**src/rtl/multicycle_control_unit.sv**
```systemverilog
// Multi-cycle RV32I control FSM: FETCH/DECODE/EXEC/MEM/WB with memory handshakes and a sticky trap.
// Optional: define MCU_PERF_CNT_EN to add cycle_cnt/instret_cnt performance counters.
module multicycle_control_unit #(
    parameter int unsigned MEM_TIMEOUT = 200,
    parameter int unsigned TMO_W       = 8,
    parameter int unsigned ALUCTRL_W   = 4
) (
    input  logic                 clk,
    input  logic                 rst_n,
    input  logic [6:0]           opcode,
    input  logic [2:0]           funct3,
    input  logic                 funct7b5,
    input  logic                 branch_taken,
    input  logic                 imem_ready,
    input  logic                 dmem_ready,
    output logic                 imem_req,
    output logic                 dmem_req,
    output logic                 mem_read,
    output logic                 mem_write,
    output logic                 ir_write,
    output logic                 pc_write,
    output logic [1:0]           pc_src,
    output logic                 reg_write,
    output logic [1:0]           wb_sel,
    output logic                 alu_src,
    output logic                 alu_a_pc,
    output logic [ALUCTRL_W-1:0] alu_ctrl,
    output logic                 trap,
    output logic [1:0]           trap_cause
`ifdef MCU_PERF_CNT_EN
    ,
    output logic [31:0]          cycle_cnt,
    output logic [31:0]          instret_cnt
`endif
);

    localparam logic [ALUCTRL_W-1:0] ALU_ADD  = ALUCTRL_W'(0);
    localparam logic [ALUCTRL_W-1:0] ALU_SUB  = ALUCTRL_W'(1);
    localparam logic [ALUCTRL_W-1:0] ALU_AND  = ALUCTRL_W'(2);
    localparam logic [ALUCTRL_W-1:0] ALU_OR   = ALUCTRL_W'(3);
    localparam logic [ALUCTRL_W-1:0] ALU_XOR  = ALUCTRL_W'(4);
    localparam logic [ALUCTRL_W-1:0] ALU_SLL  = ALUCTRL_W'(5);
    localparam logic [ALUCTRL_W-1:0] ALU_SRL  = ALUCTRL_W'(6);
    localparam logic [ALUCTRL_W-1:0] ALU_SRA  = ALUCTRL_W'(7);
    localparam logic [ALUCTRL_W-1:0] ALU_SLT  = ALUCTRL_W'(8);
    localparam logic [ALUCTRL_W-1:0] ALU_SLTU = ALUCTRL_W'(9);
    localparam logic [TMO_W-1:0]     TMO_LAST = TMO_W'(MEM_TIMEOUT - 1);

    typedef enum logic [2:0] {
        ST_FETCH, ST_DECODE, ST_EXEC, ST_MEM, ST_WB, ST_TRAP
    } state_e;

    typedef enum logic [3:0] {
        CLS_R, CLS_I, CLS_LOAD, CLS_STORE, CLS_BR,
        CLS_LUI, CLS_AUIPC, CLS_JAL, CLS_JALR, CLS_ILL
    } cls_e;

    state_e               state_q, state_d;
    cls_e                 cls_q, cls_d, dec_cls;
    logic                 run_q;
    logic [TMO_W-1:0]     tmo_q, tmo_d;
    logic                 trap_q, trap_d;
    logic [1:0]           cause_q, cause_d;
    logic [ALUCTRL_W-1:0] arith_op;

    // Instruction class from the IR opcode field
    always_comb begin
        dec_cls = CLS_ILL;
        if (opcode[1:0] == 2'b11) begin
            case (opcode[6:2])
                5'b01100: dec_cls = CLS_R;
                5'b00100: dec_cls = CLS_I;
                5'b00000: dec_cls = CLS_LOAD;
                5'b01000: dec_cls = CLS_STORE;
                5'b11000: dec_cls = CLS_BR;
                5'b01101: dec_cls = CLS_LUI;
                5'b00101: dec_cls = CLS_AUIPC;
                5'b11011: dec_cls = CLS_JAL;
                5'b11001: dec_cls = CLS_JALR;
                default:  dec_cls = CLS_ILL;
            endcase
        end
    end

    // ALU op for R/I; funct7b5 selects SUB only for register ADD, and SRA for both shifts
    always_comb begin
        arith_op = ALU_ADD;
        case (funct3)
            3'b000:  arith_op = (cls_q == CLS_R && funct7b5) ? ALU_SUB : ALU_ADD;
            3'b001:  arith_op = ALU_SLL;
            3'b010:  arith_op = ALU_SLT;
            3'b011:  arith_op = ALU_SLTU;
            3'b100:  arith_op = ALU_XOR;
            3'b101:  arith_op = funct7b5 ? ALU_SRA : ALU_SRL;
            3'b110:  arith_op = ALU_OR;
            default: arith_op = ALU_AND;
        endcase
    end

    always_comb begin
        state_d   = state_q;
        cls_d     = cls_q;
        tmo_d     = tmo_q;
        trap_d    = trap_q;
        cause_d   = cause_q;
        imem_req  = 1'b0;
        dmem_req  = 1'b0;
        mem_read  = 1'b0;
        mem_write = 1'b0;
        ir_write  = 1'b0;
        pc_write  = 1'b0;
        pc_src    = 2'b00;
        reg_write = 1'b0;
        wb_sel    = 2'b00;
        alu_src   = 1'b0;
        alu_a_pc  = 1'b0;
        alu_ctrl  = ALU_ADD;

        case (state_q)
            ST_FETCH: begin
                if (run_q) begin
                    imem_req = 1'b1;
                    if (imem_ready) begin
                        ir_write = 1'b1;
                        state_d  = ST_DECODE;
                    end else if (tmo_q == TMO_LAST) begin
                        state_d = ST_TRAP;
                        trap_d  = 1'b1;
                        cause_d = 2'b10;
                    end else begin
                        tmo_d = tmo_q + TMO_W'(1);
                    end
                end
            end
            ST_DECODE: begin
                cls_d = dec_cls;
                if (dec_cls == CLS_ILL) begin
                    state_d = ST_TRAP;
                    trap_d  = 1'b1;
                    cause_d = 2'b01;
                end else begin
                    state_d = ST_EXEC;
                end
            end
            ST_EXEC: begin
                case (cls_q)
                    CLS_R: begin
                        alu_ctrl = arith_op;
                        state_d  = ST_WB;
                    end
                    CLS_I: begin
                        alu_ctrl = arith_op;
                        alu_src  = 1'b1;
                        state_d  = ST_WB;
                    end
                    CLS_LUI: state_d = ST_WB;
                    CLS_AUIPC: begin
                        alu_a_pc = 1'b1;
                        alu_src  = 1'b1;
                        state_d  = ST_WB;
                    end
                    CLS_LOAD, CLS_STORE: begin
                        alu_src = 1'b1;
                        state_d = ST_MEM;
                    end
                    CLS_BR: begin
                        alu_ctrl = ALU_SUB;
                        pc_write = 1'b1;
                        pc_src   = branch_taken ? 2'b01 : 2'b00;
                        state_d  = ST_FETCH;
                    end
                    CLS_JAL, CLS_JALR: begin
                        reg_write = 1'b1;
                        wb_sel    = 2'b10;
                        pc_write  = 1'b1;
                        pc_src    = (cls_q == CLS_JAL) ? 2'b01 : 2'b10;
                        state_d   = ST_FETCH;
                    end
                    default: ;
                endcase
            end
            ST_MEM: begin
                dmem_req  = 1'b1;
                mem_read  = (cls_q == CLS_LOAD);
                mem_write = (cls_q == CLS_STORE);
                if (dmem_ready) begin
                    if (cls_q == CLS_LOAD) begin
                        state_d = ST_WB;
                    end else begin
                        pc_write = 1'b1;
                        state_d  = ST_FETCH;
                    end
                end else if (tmo_q == TMO_LAST) begin
                    state_d = ST_TRAP;
                    trap_d  = 1'b1;
                    cause_d = 2'b11;
                end else begin
                    tmo_d = tmo_q + TMO_W'(1);
                end
            end
            ST_WB: begin
                reg_write = 1'b1;
                wb_sel    = (cls_q == CLS_LOAD) ? 2'b01 :
                            (cls_q == CLS_LUI)  ? 2'b11 : 2'b00;
                pc_write  = 1'b1;
                state_d   = ST_FETCH;
            end
            default: ;
        endcase

        // Each new memory wait starts a fresh timeout window
        if (state_d != state_q && (state_d == ST_FETCH || state_d == ST_MEM)) begin
            tmo_d = '0;
        end
    end

    always_ff @(posedge clk or negedge rst_n) begin
        if (!rst_n) begin
            state_q <= ST_FETCH;
            cls_q   <= CLS_ILL;
            run_q   <= 1'b0;
            tmo_q   <= '0;
            trap_q  <= 1'b0;
            cause_q <= 2'b00;
        end else begin
            state_q <= state_d;
            cls_q   <= cls_d;
            run_q   <= 1'b1;
            tmo_q   <= tmo_d;
            trap_q  <= trap_d;
            cause_q <= cause_d;
        end
    end

    assign trap       = trap_q;
    assign trap_cause = cause_q;

`ifdef MCU_PERF_CNT_EN
    always_ff @(posedge clk or negedge rst_n) begin
        if (!rst_n) begin
            cycle_cnt   <= '0;
            instret_cnt <= '0;
        end else begin
            if (run_q && !trap_q) cycle_cnt <= cycle_cnt + 32'd1;
            if (pc_write)         instret_cnt <= instret_cnt + 32'd1;
        end
    end
`endif

endmodule

```
**config.mk**
```make
export PLATFORM = sky130hd
export DESIGN_NAME = multicycle_control_unit
export DESIGN_NICKNAME = d
export VERILOG_FILES = /design/src/rtl/multicycle_control_unit.sv
export SDC_FILE = /design/constraint.sdc
export NUM_CORES = 1
export LEC_CHECK = 0
export ABC_CLOCK_PERIOD_IN_PS = 3400
export CORE_UTILIZATION = 54
export CTS_CLUSTER_SIZE = 10
export DETAILED_ROUTE_END_ITERATION = 8
export MAX_ROUTING_LAYER = met4
export PLACE_DENSITY_LB_ADDON = 0.25
export RECOVER_POWER = 50
export SETUP_SLACK_MARGIN = 0.02
export SLEW_MARGIN = 0
export SYNTH_ARGS = -nofsm -noshare
export SYNTH_HDL_FRONTEND = slang
export SYNTH_SLANG_ARGS = --single-unit
```
**constraint.sdc**
```tcl
create_clock -name clk -period 3.4 [get_ports clk]
set_input_delay 0.68 -clock clk [delete_from_list [all_inputs] [get_ports clk]]
set_output_delay 0.68 -clock clk [all_outputs]
set_load 0.02 [all_outputs]
```
==> metrics.md <==
| Metric | Value |
|---|---|
| YS warnings | `0` |
| Grt met1 use | `35.9%` |
| Pin count of the biggest net entering global routing | `20` |
| GRT Total Usage | `about a quarter` |
| Fin crit period | `3.22 ns` |
| Initial DRC Count | `slightly below 100` |
| Met2 usage | `between 40% and 50%` |
| Top cell type's share of synthesized area | `approximately 27%` |
| CTS Sinks | `19` |
| CP Launch Type | `input pin` |
| #FFs+latches synth | `19` |
| Req. time, crit path | `approximately 2.7 ns` |
| Setup Skew | `roughly 0.0032 ns` |
| Antenna violations before repair | `0` |
| Fillers | `around 210` |
| Worst-Skew Late Latency | `roughly 0.3 ns` |
| Reg2reg path depth | `5` |
| Period utilization | `a little over nine tenths` |
| CTS tree | `yes` |
| Setup TNS Final | `0 ns` |
| # H-tree levels | `1` |
| Number of enable flip-flop cells after synthesis | `0` |
| Sequential area share after synthesis | `30.8%` |
| R2r endpoint | `tmo_q[4]$_DFFE_PN0P_` |
| Slew Limit Fails | `0` |
| End point of the worst hold path | `trap_cause[1]$_DFFE_PN0P_` |
| Root Driver | `clkbuf_4` |
| Syn Nets | `211` |
| # port buffers | `35` |
| Post-CTS setup buffer count | `0` |
| Reg clk slew, reported paths | `approximately 0.11 ns` |
| Post-synthesis compound-gate area fraction | `a little under a quarter` |
| Max cap viols | `0` |
| RSZ-0062 raised after global routing | `no` |
| Top cells by area, synth | `dfrtp_1 (27%), a31oi_1 (4.4%), nand2_1 (4.4%), ha_1 (4.0%), xor2_1 (4.0%)` |
| HP Start | `trap_cause[1]$_DFFE_PN0P_` |
| Synthesized instance count | `190` |
| Area of the core | `about 0.0027 mm2` |
| Yosys top cell by area | `dfrtp_1` |
| Core Rows | `19` |
| Hold_buf cts | `0` |
| Busiest layer in global routing | `met2` |
| Crit-path max FO | `5` |
| Post-synthesis mux area share | `3.63%` |
| Slew HR | `approximately 43%` |
| Ys flop type | `dfrtp_1` |
| Final hold viol count | `0` |
| # diodes | `0` |
| Crit path kind | `in -> out` |
| Fmax | `roughly 0.31 GHz` |
| Synth async-reset ratio | `between 90% and 100%` |
| Worst reg2reg setup slack | `about 1.1 ns` |
| Layout cells sized above 1 | `under 10%` |
| Vias in the first global route | `approximately 1400` |
| Crit path max-delay cell type | `clkdlybuf4s50_1` |
| Maximum vdd drop | `about 0.4 mV` |
| Status | `finished, final reports clean` |
| Hold path depth | `1` |
| Post-route ant nets | `0` |
| WL final | `roughly 3700 um` |
| Netlist Area Pre-Place | `between 0.0015 and 0.002 mm2` |
| PostCTS Resize Cnt | `0` |
| Largest family of logic cells by synthesized area | `simple AND/OR/NAND/NOR gates` |
| Worst path cell trace | `clkdlybuf4s50_1, nor2b_1, a31oi_1, nor2_1, a2111oi_0, nor3_1, clkdlybuf4s50_1` |
| Die Wd | `between 50 and 60 um` |
| Post-Route Utilization | `70.0%` |
| Slowest stage delay, CP | `roughly 0.55 ns` |
| Die area | `roughly 0.0031 mm2` |
| Top Ports | `36` |
| Synth cell types | `52` |
| Post-synthesis xor/xnor area fraction | `roughly 4.5%` |
| Final setup violation count | `0` |
| Top-count cell post-synth | `nand2_1` |
| Post-DR vias/cell | `6.28` |
| Pwr per Cell Area | `about 400 mW/mm2` |
| GR Overflow Total | `0` |
| Initial Utilization | `a little under three fifths` |
| First-pass GRT wire length | `~6500 um` |
| CTS max path bufs | `2` |
| Syn_area_per_cell | `roughly 8.2 um2` |
| # nets final | `239` |
| DR DRC count | `0` |
| Worst r2r src | `cls_q[2]$_DFFE_PN0P_` |
| Via Count | `about 1600` |
| Post-synthesis adder-cell area fraction | `approximately 4%` |
| WP data arrival | `roughly 2.5 ns` |
| Total CTS buffers | `3` |
| CP most frequent cell | `clkdlybuf4s50_1` |
| Area growth syn-to-layout | `23.5%` |
| Post-Synth Simple-Gate Area | `29.1%` |
| Leak | `roughly 0.77 nW` |
| Die height | `about 56 um` |
| Worst-Margin Slew | `about 0.85 ns` |
| First-pass detailed-route iteration total | `5` |
| Hold WC Path Type | `reg -> reg` |
| Final HPWL DP | `about 2800 um` |
| Post-synth top cells | `nand2_1 (18), dfrtp_1 (17), nor2_1 (14)` |
| WL/cell | `between 10 and 15 um` |
| CP endpoint kind | `output port` |
| Routability Congestion | `about 0.90` |
| M3 GR Usage | `slightly below 6%` |
[layout by cell type, fill, tap and decap left out, types with 4 or more instances in the layout]
cell,netlist,routed
dlygate4sd3_1,0,5
xor2_1,7,7
and3_1,4,4
nand3_1,6,6
dfrtp_1,17,16
nor2b_1,4,4
inv_1,6,6
nor3_1,8,8
clkdlybuf4s50_1,0,30
a21oi_1,8,8
o21ai_0,12,13
ha_1,5,5
a31oi_1,11,12
nand2b_1,5,5
nor2_1,14,14
nand2_1,18,18
a21o_1,4,4
nand4_1,5,5
[logic make-up (layout without fill, tap and decap cells)]
family	after synthesis	count (layout)
AND/OR/NAND/NOR	83	83
AO/OA/AOI/OAI	50	50
other	1	1
buffers and inverters	19	46
XOR/XNOR	8	8
multiplexers	5	5
adder cells (fa/ha/maj)	5	5
flip-flops	19	19
[how the worst max path moves through the flow]
| stage | cells past startpoint | startpoint | slack [ns] | endpoint |
|---|---|---|---|---|
| floorplan | 5 | cls_q[0]$_DFFE_PN1P_ | 0.91 | pc_write |
| global placement | 7 | funct3[1] | 0.28 | alu_ctrl[0] |
| detailed placement | 7 | funct3[1] | 0.19 | alu_ctrl[0] |
| CTS | 6 | state_q[1]$_DFF_PN0_ | 0.16 | alu_ctrl[3] |
| global route | 6 | state_q[1]$_DFF_PN0_ | 0.09 | pc_write |
| finish | 7 | funct3[1] | 0.18 | alu_ctrl[0] |
[registers in the layout, indices dropped and copies added, names as in the netlist]
name,cells
cls_q,4
trap,1
trap_cause,2
state_q,3
run_q,1
tmo_q,8
[critical path: cells and delay by family]
family / cells / cell delay (ns)
buffers and inverters: 2 / 1.08
AND/OR/NAND/NOR: 3 / 0.24
AO/OA/AOI/OAI: 2 / 0.54
[layer usage]
layer,wire (um),share of wire (%)
met1,1670,45
met2,1750,47
met3,268,7.2
met4,19,0.51
met5,0,0
[final cells by class]
class / instances / area, um2 / share of cell area [%]
multi-input combinational: 152 / 990 / 51.7
inverter: 6 / 22.5 / 1.18
sequential: 19 / 479 / 25.0
timing repair buffer: 36 / 358 / 18.7
tap: 31 / 38.8 / 2.03
clock buffer: 4 / 26.3 / 1.37
[report_power, final]
part           switching [mW]  internal [mW]  total [mW]
clock                  0.0717         0.0457       0.117
sequential              0.105          0.278       0.383
combinational           0.150          0.125       0.276
total                   0.327          0.449       0.776
[stage by stage]
stage / cell area (um2) / cells / setup WS, ns / hold WS (ns) / total power, mW
floorplan: 1550 / 190 / 0.908 / 0.384 / 0.574
global placement: 1890 / 244 / 0.277 / 0.452 / 0.639
detailed placement: 1890 / 244 / 0.191 / 0.453 / 0.659
CTS: 1920 / 248 / 0.163 / 0.495 / 0.775
global route: 1910 / 248 / 0.0888 / 0.502 / 0.832
finish: 1910 / 248 / 0.182 / 0.489 / 0.776
Note: power is estimated with default switching activity, not from simulation.
